File: src/rtl/ysyx_22041207_mul_ctrl_pkg.sv
// Shared definitions for the multiplier request controller.
//   mul_op_t : requester operation encoding (MUL/MULH/MULHSU/MULHU)
//   state_t  : controller FSM states
//   TAG_W_DEF, WDOG_DEF : default tag width and WAIT watchdog limit
//   ext64, src1_signed, src2_signed : operand extension helpers
package ysyx_22041207_mul_ctrl_pkg;

  typedef enum logic [1:0] {
    OP_MUL    = 2'd0,
    OP_MULH   = 2'd1,
    OP_MULHSU = 2'd2,
    OP_MULHU  = 2'd3
  } mul_op_t;

  typedef enum logic [1:0] {
    S_IDLE,
    S_ISSUE,
    S_WAIT,
    S_RESP
  } state_t;

  localparam int unsigned TAG_W_DEF = 4;
  localparam int unsigned WDOG_DEF  = 48;

  function automatic logic [63:0] ext64(input logic [31:0] v, input logic sgn);
    return {{32{sgn & v[31]}}, v};
  endfunction

  function automatic logic src1_signed(input mul_op_t op);
    return (op == OP_MULH) || (op == OP_MULHSU);
  endfunction

  function automatic logic src2_signed(input mul_op_t op);
    return (op == OP_MULH);
  endfunction

endpackage

File: src/rtl/ysyx_22041207_rr_arb2.sv
// Two-way round-robin arbiter.
//   clk, rst : clock, asynchronous active-high reset (pointer -> 0)
//   req      : request vector
//   en       : a grant is being taken this cycle; advances the pointer
//   gnt      : one-hot (or zero) combinational grant
// After a grant to requester N, requester 1-N has priority next time.
module ysyx_22041207_rr_arb2 (
  input  logic       clk,
  input  logic       rst,
  input  logic [1:0] req,
  input  logic       en,
  output logic [1:0] gnt
);

  // ptr names the requester that wins a simultaneous contest
  logic ptr;

  always_comb begin
    gnt[0] = req[0] & (~ptr | ~req[1]);
    gnt[1] = req[1] & ( ptr | ~req[0]);
  end

  always_ff @(posedge clk or posedge rst) begin
    if (rst) begin
      ptr <= 1'b0;
    end else if (en && (|req)) begin
      ptr <= gnt[0];
    end
  end

endmodule

File: src/rtl/ysyx_22041207_mul_ctrl.sv
// Multiplier request controller: arbitrates two requesters onto one
// iterative multiplier, issues the operation, waits for the result with a
// watchdog, and returns a tagged response.
//   clk, rst            : clock, asynchronous active-high reset
//   req_valid/req_ready : per-requester handshake (ready is same-cycle)
//   req_op/src1/src2/tag: per-requester operation, operands, tag
//   resp_*              : registered response channel, held until resp_ready
//   kill                : flush; abandons the in-flight operation
//   mul_valid/mul_ready : issue handshake to the multiplier
//   mul_flush           : one-cycle abort pulse to the multiplier
//   mul_multiplicand/mul_multiplier : 64-bit extended operands
//   mul_out_valid, mul_result_hi/lo : multiplier result
module ysyx_22041207_mul_ctrl
  import ysyx_22041207_mul_ctrl_pkg::*;
#(
  parameter int unsigned TAG_W = TAG_W_DEF,
  parameter int unsigned WDOG  = WDOG_DEF
) (
  input  logic                  clk,
  input  logic                  rst,
  input  logic [1:0]            req_valid,
  output logic [1:0]            req_ready,
  input  logic [1:0][1:0]       req_op,
  input  logic [1:0][31:0]      req_src1,
  input  logic [1:0][31:0]      req_src2,
  input  logic [1:0][TAG_W-1:0] req_tag,
  output logic                  resp_valid,
  output logic                  resp_id,
  output logic [TAG_W-1:0]      resp_tag,
  output logic [31:0]           resp_data,
  output logic                  resp_err,
  input  logic                  resp_ready,
  input  logic                  kill,
  output logic                  mul_valid,
  output logic                  mul_flush,
  output logic [63:0]           mul_multiplicand,
  output logic [63:0]           mul_multiplier,
  input  logic                  mul_ready,
  input  logic                  mul_out_valid,
  input  logic [31:0]           mul_result_hi,
  input  logic [31:0]           mul_result_lo
);

  localparam int unsigned CNT_W = (WDOG > 1) ? $clog2(WDOG) : 1;

  state_t           state;
  mul_op_t          op_q;
  logic [CNT_W-1:0] wdog_cnt;
  logic [1:0]       gnt;
  logic             grant_en;
  logic             sel;
  mul_op_t          sel_op;

  ysyx_22041207_rr_arb2 u_arb (
    .clk (clk),
    .rst (rst),
    .req (req_valid),
    .en  (grant_en),
    .gnt (gnt)
  );

  // req_ready and mul_valid are combinational so each handshake completes in
  // the cycle it is offered; the rst term keeps req_ready low during reset.
  always_comb begin
    grant_en  = (state == S_IDLE) && !kill && !rst;
    req_ready = grant_en ? gnt : '0;
    mul_valid = (state == S_ISSUE) && mul_ready && !kill;
    sel       = gnt[1];
    sel_op    = mul_op_t'(req_op[sel]);
  end

  always_ff @(posedge clk or posedge rst) begin
    if (rst) begin
      state            <= S_IDLE;
      op_q             <= OP_MUL;
      wdog_cnt         <= '0;
      resp_valid       <= 1'b0;
      resp_id          <= 1'b0;
      resp_tag         <= '0;
      resp_data        <= '0;
      resp_err         <= 1'b0;
      mul_flush        <= 1'b0;
      mul_multiplicand <= '0;
      mul_multiplier   <= '0;
    end else begin
      mul_flush <= 1'b0;
      case (state)
        S_IDLE: begin
          if (!kill && (|req_valid)) begin
            op_q             <= sel_op;
            resp_id          <= sel;
            resp_tag         <= req_tag[sel];
            mul_multiplicand <= ext64(req_src1[sel], src1_signed(sel_op));
            mul_multiplier   <= ext64(req_src2[sel], src2_signed(sel_op));
            state            <= S_ISSUE;
          end
        end
        S_ISSUE: begin
          if (kill) begin
            mul_flush <= 1'b1;
            state     <= S_IDLE;
          end else if (mul_ready) begin
            wdog_cnt <= '0;
            state    <= S_WAIT;
          end
        end
        S_WAIT: begin
          if (kill) begin
            mul_flush <= 1'b1;
            state     <= S_IDLE;
          end else if (mul_out_valid) begin
            resp_data  <= (op_q == OP_MUL) ? mul_result_lo : mul_result_hi;
            resp_err   <= 1'b0;
            resp_valid <= 1'b1;
            state      <= S_RESP;
          end else if (wdog_cnt == CNT_W'(WDOG - 1)) begin
            // this is the WDOG-th WAIT cycle without a result
            mul_flush  <= 1'b1;
            resp_data  <= '0;
            resp_err   <= 1'b1;
            resp_valid <= 1'b1;
            state      <= S_RESP;
          end else begin
            wdog_cnt <= wdog_cnt + 1'b1;
          end
        end
        S_RESP: begin
          if (kill || resp_ready) begin
            resp_valid <= 1'b0;
            state      <= S_IDLE;
          end
        end
        default: state <= S_IDLE;
      endcase
    end
  end

endmodule

File: config.mk
export PLATFORM = sky130hd
export DESIGN_NAME = ysyx_22041207_mul_ctrl
export DESIGN_NICKNAME = d
export VERILOG_FILES = /design/src/rtl/ysyx_22041207_mul_ctrl_pkg.sv /design/src/rtl/ysyx_22041207_rr_arb2.sv /design/src/rtl/ysyx_22041207_mul_ctrl.sv
export SDC_FILE = /design/constraint.sdc
export NUM_CORES = 1
export LEC_CHECK = 0
export BUFFER_PORTS_ARGS = -buffer_cell sky130_fd_sc_hd__buf_2
export CAP_MARGIN = 20
export CORE_MARGIN = 8
export CORE_UTILIZATION = 35
export DETAILED_ROUTE_END_ITERATION = 8
export GPL_TIMING_DRIVEN = 0
export PLACE_DENSITY = 0.67
export SLEW_MARGIN = 10
export SYNTH_ARGS = -nofsm -noshare
export SYNTH_HDL_FRONTEND = slang
export SYNTH_SLANG_ARGS = --single-unit
File: constraint.sdc
create_clock -name clk -period 5.9 [get_ports clk]
set_input_delay 0 -clock clk [delete_from_list [all_inputs] [get_ports clk]]
set_output_delay 0 -clock clk [all_outputs]
set_load 0.01 [all_outputs]
==> Yosys cells after proc, flatten, opt, wreduce, memory -nomap -nowiden <==
Cells that the tools add are included.
{ "classes": {"n_addsub": 1, "mul": 0, "div_mod_pow": 0, "order_cmp": 1, "eq_ne": 16, "shifts": 0, "mux": 37, "bitwise_logic": 10, "reduce_logical": 21} }
{ "op_table": {"columns": ["cell", "n"], "rows": [
  ["$mux 32", 7],
  ["$mux 6", 5],
  ["$mux 2", 10],
  ["$ne 2x2->1 const B", 6],
  ["$pmux 6 s2", 1],
  ["$mux 1", 9],
  ["$mux 4", 2],
  ["$pmux 2 s4", 1],
  ["$reduce_and 4->1", 2],
  ["$add 6x1->6 const B", 1],
  ["$eq 2x2->1 const B", 3],
  ["$eq 6x6->1 const B", 1],
  ["$logic_and 1x1->1", 6],
  ["$ne 3x3->1 const B", 2],
  ["$reduce_and 6->1", 1],
  ["$reduce_bool 2->1", 3],
  ["$and 1x1->1", 4],
  ["$eq 2x1->1 const B", 2],
  ["$logic_not 2->1", 2],
  ["$ne 4x4->1 const B", 1],
  ["$not 1->1", 4],
  ["$pmux 1 s2", 2],
  ["$reduce_and 3->1", 1],
  ["$logic_not 1->1", 2],
  ["6 further kinds", 8]
]} }
{ "totals": {"ff_bits": 117, "latch_bits": 0, "ramBits": 0, "rom_bits": 0, "inputBits": 212, "word_cells": 98, "n_memories": 0} }

==> Longest topological paths before layout <==
Gate-level depths: netlist of run 1.
{ "depth": {"depth_word": 8, "ltp_mapped": 9} }

==> Hierarchy <==
A second synthesis of run 1 with hierarchy kept.
{ "hier_totals": {"hier_cells": 622, "area_unflattened_um2": 6436.2} }
{ "by_module_without_submodules": {"columns": ["mod", "instances", "cells_each", "area_per_inst_um2"], "rows": [
  ["ysyx_22041207_mul_ctrl", 1, 615, 6377.4],
  ["ysyx_22041207_rr_arb2", 1, 7, 58.8]
]} }

==> Worst setup path after synthesis of run 1 <==
Ideal clock, no wire load.
{ "synth_timing": {"path_kind": "register -> register", "start": "register state[0]", "end": "register u_arb.ptr", "arrival_ns": 1.667, "path_slack_ns": 4.164, "stages_incl_launch_ff": 6, "synth_period_minus_slack_ns": 1.736, "cell_sequence": "dfrtp_1 -> inv_1 -> ha_1 -> nand2b_4 -> a2111oi_0 -> nand2b_1"} }
{ "synth_between": {"elab_chain_cells": 4} }
{ "synth_lines": {"columns": ["item", "line", "source"], "rows": [
  ["start: declaration", "ysyx_22041207_mul_ctrl.sv:46", "state_t state;"],
  ["start signal: assignment", "ysyx_22041207_mul_ctrl.sv:74", "state <= S_IDLE;"],
  ["start signal: assignment", "ysyx_22041207_mul_ctrl.sv:95", "state <= S_ISSUE;"],
  ["start signal: assignment", "ysyx_22041207_mul_ctrl.sv:101", "state <= S_IDLE;"],
  ["$logic_not 2->1", "ysyx_22041207_mul_ctrl.sv:65", "grant_en = (state == S_IDLE) && !kill && !rst;"],
  ["$logic_and 1x1->1 (2 in series)", "ysyx_22041207_mul_ctrl.sv:65", null],
  ["$logic_and 1x1->1", "ysyx_22041207_rr_arb2.sv:26", "end else if (en && (|req)) begin"],
  ["end signal: assignment", "ysyx_22041207_rr_arb2.sv:27", "ptr <= gnt[0];"],
  ["end: declaration", "ysyx_22041207_rr_arb2.sv:16", "logic ptr;"]
]} }
No other way between the ends.
A chain may end at the register's enable or synchronous reset.

==> Worst setup path in the final report of run 1 <==
{ "layout_timing": {"start": "register u_arb.ptr", "end": "register mul_multiplier[14]"} }
{ "layout_between": {"elab_chain_cells": 4} }
{ "layout_lines": {"columns": ["item", "line", "source"], "rows": [
  ["$or 1x1->1", "ysyx_22041207_rr_arb2.sv:20", "gnt[1] = req[1] & ( ptr | ~req[0]);"],
  ["$and 1x1->1", "ysyx_22041207_rr_arb2.sv:20", null],
  ["$mux 32 (not written as such) (2 in series)", "ysyx_22041207_mul_ctrl.sv:94", "mul_multiplier <= ext64(req_src2[sel], src2_signed(sel_op));"],
  ["end signal: assignment", "ysyx_22041207_mul_ctrl.sv:94", null],
  ["end: declaration", "ysyx_22041207_mul_ctrl.sv:37", "output logic [63:0] mul_multiplier,"]
]} }
No other way between the ends. The select of a mux whose other input is x is not followed.

==> flow_summary.json, run 1 <==
{
  "tns_ns": 0,
  "grt_max_degree": 76,
  "cts_tree": "built",
  "cp_max_fo": 10,
  "viasPerCell": 4.68,
  "setup_viol": 0,
  "min_period_ns": 2.10,
  "synth_seq_cells": 117,
  "drv_cap": 0,
  "min_path_type": "primary input to flip-flop",
  "synth_top_family_by_area": "multiplexers",
  "cts.clk_slew.worst_paths_ns": 0.06,
  "dieWidth_microns": 151,
  "finalCritPeriodShare_pct": 35.6,
  "synth_edf_count": 0,
  "endpoint": "mul_multiplier[14]",
  "cp-start-kind": "flip-flop",
  "synth_top_cell_area_share_pct": 45.7,
  "drive_gt1_share_pct": 46.7,
  "drt_iter0_markers": 317,
  "yosys.area_share.simple_pct": 10.3,
  "postRouteAntennaNets": 0,
  "rsz0062_at_grt": "no",
  "gp_congestion": 0.824,
  "cp-end-kind": "flip-flop",
  "netlist_instances": 607,
  "initial_core_util_pct": 35.6,
  "fp.dieArea_sq_um": 22900,
  "r2r-start": "u_arb.ptr",
  "async_reset_ff_share_pct": 100,
  "reg2reg_depth": 6,
  "fmax_ghz": 0.476,
  "layout.nets": 1371,
  "finalWirelength_microns": 24800,
  "htree_num_levels": 4,
  "area_delta_synth_final_pct": 66.0,
  "crit_type": "flip-flop to flip-flop",
  "ios": 383,
  "min_from": "req_src2[63]",
  "yosys-top-cells-area": "dfrtp_1, mux2i_1, buf_4",
  "powerDensity_nw_per_um2": 437,
  "grtUsageTotal_pct": 20.7,
  "tightest_slew_ns": 0.937,
  "place_hpwl_microns": 17900,
  "die_h_microns": 151,
  "finalHoldViolations": 0,
  "slew_viol_final": 0,
  "yosysUniqueCellTypes": 49,
  "synth.most_common_cell": "dfrtp_1",
  "syn_avg_cell_area_sq_um": 10.5,
  "reg2reg_slack_ns": 3.80,
  "synth-xor-area-share_pct": 0,
  "slew_headroom_pct": 37.5,
  "rows": 49,
  "r2r_end": "mul_multiplier[14]",
  "grt_pass1_vias": 7009,
  "peakVddDrop_uv": 236,
  "nFillCells": 1508,
  "cts_buffers": 17,
  "required_ns": 6.18,
  "antenna_found_initial": 0,
  "synth_top_cell_by_area": "dfrtp_1",
  "post_cts_buffers": 0,
  "synth_compound_gate_area_share_pct": 13.0,
  "numPortBuffers": 382,
  "skew_ns": 0.00915,
  "grt-ovfl-total": 0,
  "place_inst": 1219,
  "synthMuxAreaShare_pct": 17.2,
  "yosysSeqAreaShare_pct": 45.7,
  "status": "completed",
  "syn-num-nets": 826,
  "p_leak_nw": 6.16,
  "synthesis.area_sq_um": 6400,
  "cts_buffer_depth": 2,
  "detail_route.drc_violations": 0,
  "wl_per_cell_microns": 17.8,
  "ys.flop_type": "dfrtp_1",
  "ys_warn_count": 0,
  "yosys.area_share.adder_pct": 1.37,
  "cts.sinks": 117,
  "grt_pass1_wl_microns": 36900,
  "root_buffer": "clkbuf_16",
  "synth_commonest_cells": "dfrtp_1, nand2_1, o21ai_1",
  "crit_start": "u_arb.ptr",
  "core_area_sq_um": 18000,
  "vias": 6521,
  "insertion_delay_ns": 0.41,
  "arrival_ns": 2.38,
  "stdcell_count": 1394,
  "drt-pass1-iter-count": 6
}
-- kinds of logic (layout without fill, tap and decap cells) --
family,count (synthesis),in the layout
adders and majority gates,7,7
and+or+nand+nor,135,135
buffers and inverters,109,666
DFF,117,117
muxes,105,105
AOI/OAI and AO/OA,134,134
other,0,1
-- report_power, final --
group | total (mW) | internal [mW] | switching [mW]
combinational | 2.26 | 1.16 | 1.10
clock | 0.984 | 0.614 | 0.370
sequential | 1.40 | 1.16 | 0.243
total | 4.64 | 2.93 | 1.71
-- state kept, by name, summed over array words and instances, names as in the netlist, 2 cells and up --
| signal | cells |
|---|---|
| mul_multiplicand | 33 |
| op_q | 2 |
| mul_multiplier | 33 |
| state | 2 |
| wdog_cnt | 6 |
| resp_tag | 4 |
| resp_data | 32 |
-- metal layers --
metal / track usage (%) / vias up / routed length [microns]
met5: 0 / - / 0
met4: 9.40 / 0 / 804
met3: 6.33 / 49 / 2330
met2: 37.0 / 282 / 12900
met1: 22.0 / 3051 / 8720
li1: - / 3139 / -
-- what timing repair did --
item,4_1_cts,5_1_grt
endpoints found under the hold margin,115,0
setup endpoints to repair,0,0
hold buffers,143,0
gates resized for setup,0,0
-- final cells by class --
cell class	count	area (sq um)	share of cell area [%]
timing repair buffer	526	3370	31.7
sequential	117	2930	27.5
multi-input combinational	381	2680	25.2
buffer	101	766	7.20
clock buffer	17	425	4.00
tap	229	287	2.69
clock inverter	14	139	1.31
inverter	8	35.0	0.329
antenna	1	2.50	0.0235
-- how the worst min path moves through the flow --
stage	endpoint	depth (start not counted)
after floorplan	req_ready[1]	1
after global placement	mul_multiplicand[5]	3
after detailed placement	u_arb.ptr	2
after CTS	resp_valid	4
after global routing	mul_multiplier[32]	3
final	mul_multiplier[32]	3
-- metrics by stage --
stage / util (%) / hold WS [ns] / instance area, sq um / setup slack [ns] / power [mW]
floorplan: - / 0.0544 / 6400 / 2.80 / 2.64
global placement: 47.9 / 0.272 / 8600 / 1.24 / 3.51
detailed placement: 48.1 / 0.0787 / 8630 / 4.04 / 3.56
CTS: 59.2 / 0.0139 / 10600 / 3.80 / 4.68
global route: 59.2 / 0.0338 / 10600 / 3.65 / 4.95
finish: 59.2 / 0.0184 / 10600 / 3.80 / 4.64
-- layout by cell type (no fill, tap or decap), types with 2 or more instances in the layout --
cell type / instances
nand2b_1: 2
nor2_1: 7
nand3_1: 3
buf_4: 68
mux2_1: 4
o21ai_0: 7
buf_6: 16
a21o_1: 36
nor3_1: 2
nand2_1: 77
clkbuf_1: 10
o211ai_1: 2
o21ai_1: 71
dlygate4sd3_1: 143
a211o_1: 2
clkinv_2: 6
clkbuf_16: 17
inv_1: 7
mux2_2: 30
and3_1: 32
clkinvlp_4: 3
a21oi_1: 4
ha_1: 7
bufinv_16: 2
clkinv_4: 3
buf_2: 387
dfrtp_1: 117
mux2i_1: 70
-- worst max-delay path, cell delays in order (launching register included) --
cell	delay, ns
dfrtp_1	0.38
o21ai_1	0.14
buf_4	0.26
clkbuf_4	0.31
mux2i_1	0.23
dlygate4sd3_1	0.59
o21ai_1	0.07
Power figures use the tool's default switching activity.
==> run 2, diff against run 1 <==
--- a/config.mk
+++ b/config.mk
@@ -5,13 +5,14 @@
 export SDC_FILE = /design/constraint.sdc
 export NUM_CORES = 1
 export LEC_CHECK = 0
+export ABC_AREA = 1
 export BUFFER_PORTS_ARGS = -buffer_cell sky130_fd_sc_hd__buf_2
 export CAP_MARGIN = 20
 export CORE_MARGIN = 8
 export CORE_UTILIZATION = 35
 export DETAILED_ROUTE_END_ITERATION = 8
 export GPL_TIMING_DRIVEN = 0
-export PLACE_DENSITY = 0.67
+export PLACE_DENSITY = 0.69
 export SLEW_MARGIN = 10
 export SYNTH_ARGS = -nofsm -noshare
 export SYNTH_HDL_FRONTEND = slang
==> constraint.sdc (replaced) <==
create_clock -name clk -period 1.75 [get_ports clk]
set_input_delay 0 -clock clk [delete_from_list [all_inputs] [get_ports clk]]
set_output_delay 0 -clock clk [all_outputs]
set_load 0.01 [all_outputs]
==> flow_summary.json, run 2 <==
{
  "cts.sinks": 117,
  "fin_util_pct": 62.5,
  "stdcell_area_sq_um": 11600,
  "initial_core_util_pct": 35.4,
  "worst_slack_ns": 0.0676,
  "vias": 8588,
  "cp_max_fo": 10,
  "p_seq_share_pct": 28.8,
  "grtUsageTotal_pct": 25.6,
  "post_dp_cell_area_sq_um": 8840,
  "busiest_layer": "met2",
  "crit_type": "flip-flop to output pin",
  "endpoint": "req_ready[1]",
  "synth-xor-area-share_pct": 0.133,
  "synth.most_common_cell": "nand2_1",
  "intPower_mw": 9.85,
  "ios": 383,
  "top_regs": "mul_multiplicand: 33 flops, mul_multiplier: 33 flops, resp_data: 32 flops",
  "max_stage_delay_ns": 0.42,
  "ys_warn_count": 0,
  "stdcell_count": 1748,
  "multiInputGateArea_sq_um": 2750,
  "post-place-ws_ns": -0.407,
  "clkPwrFrac_pct": 23.1,
  "dieWidth_microns": 153,
  "cp_num_buf_inv": 2,
  "crit_path_cell_trace": "o21ai_4, buf_4, nor2_1, buf_2",
  "die_h_microns": 153,
  "root_buffer": "clkbuf_16",
  "area_delta_synth_final_pct": 76.7,
  "antenna_found_initial": 4,
  "finalHoldViolations": 0,
  "yosys.area_share.simple_pct": 28.5,
  "skew_ns": 0.0145,
  "insertion_delay_ns": 0.42,
  "met1_usage_pct": 26.4,
  "drv_cap": 0,
  "cts_tree": "built",
  "gp_congestion": 0.899,
  "yosysUniqueCellTypes": 29,
  "fp.dieArea_sq_um": 23400,
  "postRouteAntennaNets": 0,
  "htree_num_levels": 4,
  "arrival_ns": 1.68,
  "crit_start": "u_arb.ptr",
  "synthesis.area_sq_um": 6580,
  "synth_edf_count": 0,
  "setup_viol": 0,
  "status": "completed",
  "reg2reg_depth": 10,
  "cts.clk_slew.worst_paths_ns": 0.05,
  "ys.flop_type": "dfrtp_1",
  "nFillCells": 1471,
  "grt_pass1_vias": 8955,
  "drive_gt1_share_pct": 35.8,
  "fmax_ghz": 0.594,
  "syn_avg_cell_area_sq_um": 7.32,
  "slew_viol_final": 0,
  "yosys.area_share.adder_pct": 1.33,
  "synth_top_family_by_area": "simple AND/OR/NAND/NOR gates",
  "power_mw": 16.4,
  "cts_buffer_depth": 2,
  "layout_common_cells": "buf_2, nand2_1, dlygate4sd3_1",
  "min_period_ns": 1.68,
  "p_comb_share_pct": 48.1,
  "tightest_slew_ns": 0.576,
  "powerDensity_nw_per_um2": 1410,
  "place_inst": 1516,
  "cpLargestDelayFamily": "flip-flops",
  "synth_commonest_cells": "nand2_1, nor2_1, dfrtp_1",
  "p_leak_nw": 6.39,
  "synth_seq_cells": 117,
  "p_sw_share_pct": 40.1,
  "use_met3_pct": 8.66,
  "hold_depth": 4,
  "numPortBuffers": 381,
  "synth_top_cell_by_area": "dfrtp_1",
  "core_area_sq_um": 18600,
  "switchingPower_mw": 6.59,
  "rows": 50,
  "cp-end-kind": "output pin",
  "worst-path-stages": 4,
  "required_ns": 1.75,
  "grt-ovfl-total": 0,
  "synthMuxAreaShare_pct": 0,
  "wl_per_cell_microns": 17.9,
  "viasPerCell": 4.91,
  "layout.nets": 1716,
  "r2r_end": "mul_multiplicand[1]",
  "syn-num-nets": 1117,
  "yosys-top-cells-area": "dfrtp_1, nand2_1, nor2_1",
  "slew_headroom_pct": 61.6,
  "grt_max_degree": 37,
  "grt_pass1_wl_microns": 47900,
  "detail_route.drc_violations": 0,
  "cp-start-kind": "flip-flop",
  "grt_use_met2_pct": 44.8,
  "slowest_stage": "dfrtp_1",
  "seq_area_sq_um": 2930,
  "async_reset_ff_share_pct": 100,
  "finalCritPeriodShare_pct": 96.1,
  "peakVddDrop_uv": 750,
  "place_hpwl_microns": 20700,
  "drt_iter0_markers": 619,
  "layout_commonest_cell": "buf_2",
  "finalWirelength_microns": 31200,
  "min_from": "kill",
  "r2r-start": "state[0]",
  "min_path_type": "primary input to flip-flop",
  "synth_compound_gate_area_share_pct": 11.1,
  "cts_buffers": 17,
  "drt-pass1-iter-count": 5,
  "yosysSeqAreaShare_pct": 44.5,
  "synth_top_cell_area_share_pct": 44.5,
  "netlist_instances": 898,
  "reg2reg_slack_ns": 0.07
}
## run 2: changes by cell type in the layout (fill, tap and decap cells not counted), sizes merged, moves of 9 or more
cell	delta
nand2	+182
nor2	+137
mux2i	-70
o21ai	+63
inv	+47
dlygate4sd3	+46
a21o	-36
mux2	-35
nand4	+34
and3	-32
clkbuf	+16
buf	+10
nand3	+9
## run 2: how the worst min path moves through the flow
stage | to | slack, ns
after detailed placement | resp_data[18] | 0.1
after global placement | resp_tag[1] | 0.26
final | state[1] | 0.02
after global routing | state[1] | 0.03
after CTS | resp_data[28] | 0.0009
after floorplan | mul_valid | 0.05
## run 2: area by class of cell
class / instances / share of cell area, %
well taps: 234 / 2.52
clock buffers: 21 / 4.05
clock inverters: 11 / 1.50
multi-input cells: 610 / 23.7
inverters: 56 / 1.84
plain buffers: 114 / 7.10
repair buffers: 581 / 34.0
diodes: 4 / 0.0861
flip-flops and latches: 117 / 25.2
## run 2: through the flow
stage	setup TNS, ns	hold WS [ns]
floorplan	-1.47	0.0544
global placement	-89.88	0.258
detailed placement	-23.83	0.0985
CTS	0	0.000879
global route	-0.00305	0.0273
finish	0	0.0199
## run 2: per-layer routing
metal / up-vias / part of all wire (%)
met4: 0 / 5.0
met1: 3879 / 36
met3: 132 / 10
met5: - / 0
met2: 577 / 49
li1: 4000 / -
## run 2: repair_timing
action	in CTS	in global routing
hold buffers	189	1
gates resized for setup	15	51
setup endpoints to repair	126	142
hold endpoints to repair	122	95
cloned	0	0
pin swaps	1	7
buffers inserted	5	2
## run 2: logic make-up (layout without fill, tap and decap cells)
group           count (synthesis)  in the layout
compound gates                144            144
xor+xnor                        1              1
fa+ha+maj                       7              7
buf+inv                       171            783
flops                         117            117
other cells                     0              4
simple gates                  458            458
## run 2: power groups by stage
stage | clock (mW) | sequential [mW] | combinational, mW
global route | 3.96 | 4.85 | 8.59
CTS | 3.85 | 4.64 | 7.57
detailed placement | 0 | 4.63 | 7.09
global placement | 0 | 4.59 | 6.98
floorplan | 0 | 5.07 | 3.58
finish | 3.80 | 4.74 | 7.90
## run 2: tightest hold or removal path: cells and delay by family
kind          cells  cell delay [ns]
buf+inv           1             0.17
simple gates      3             0.22
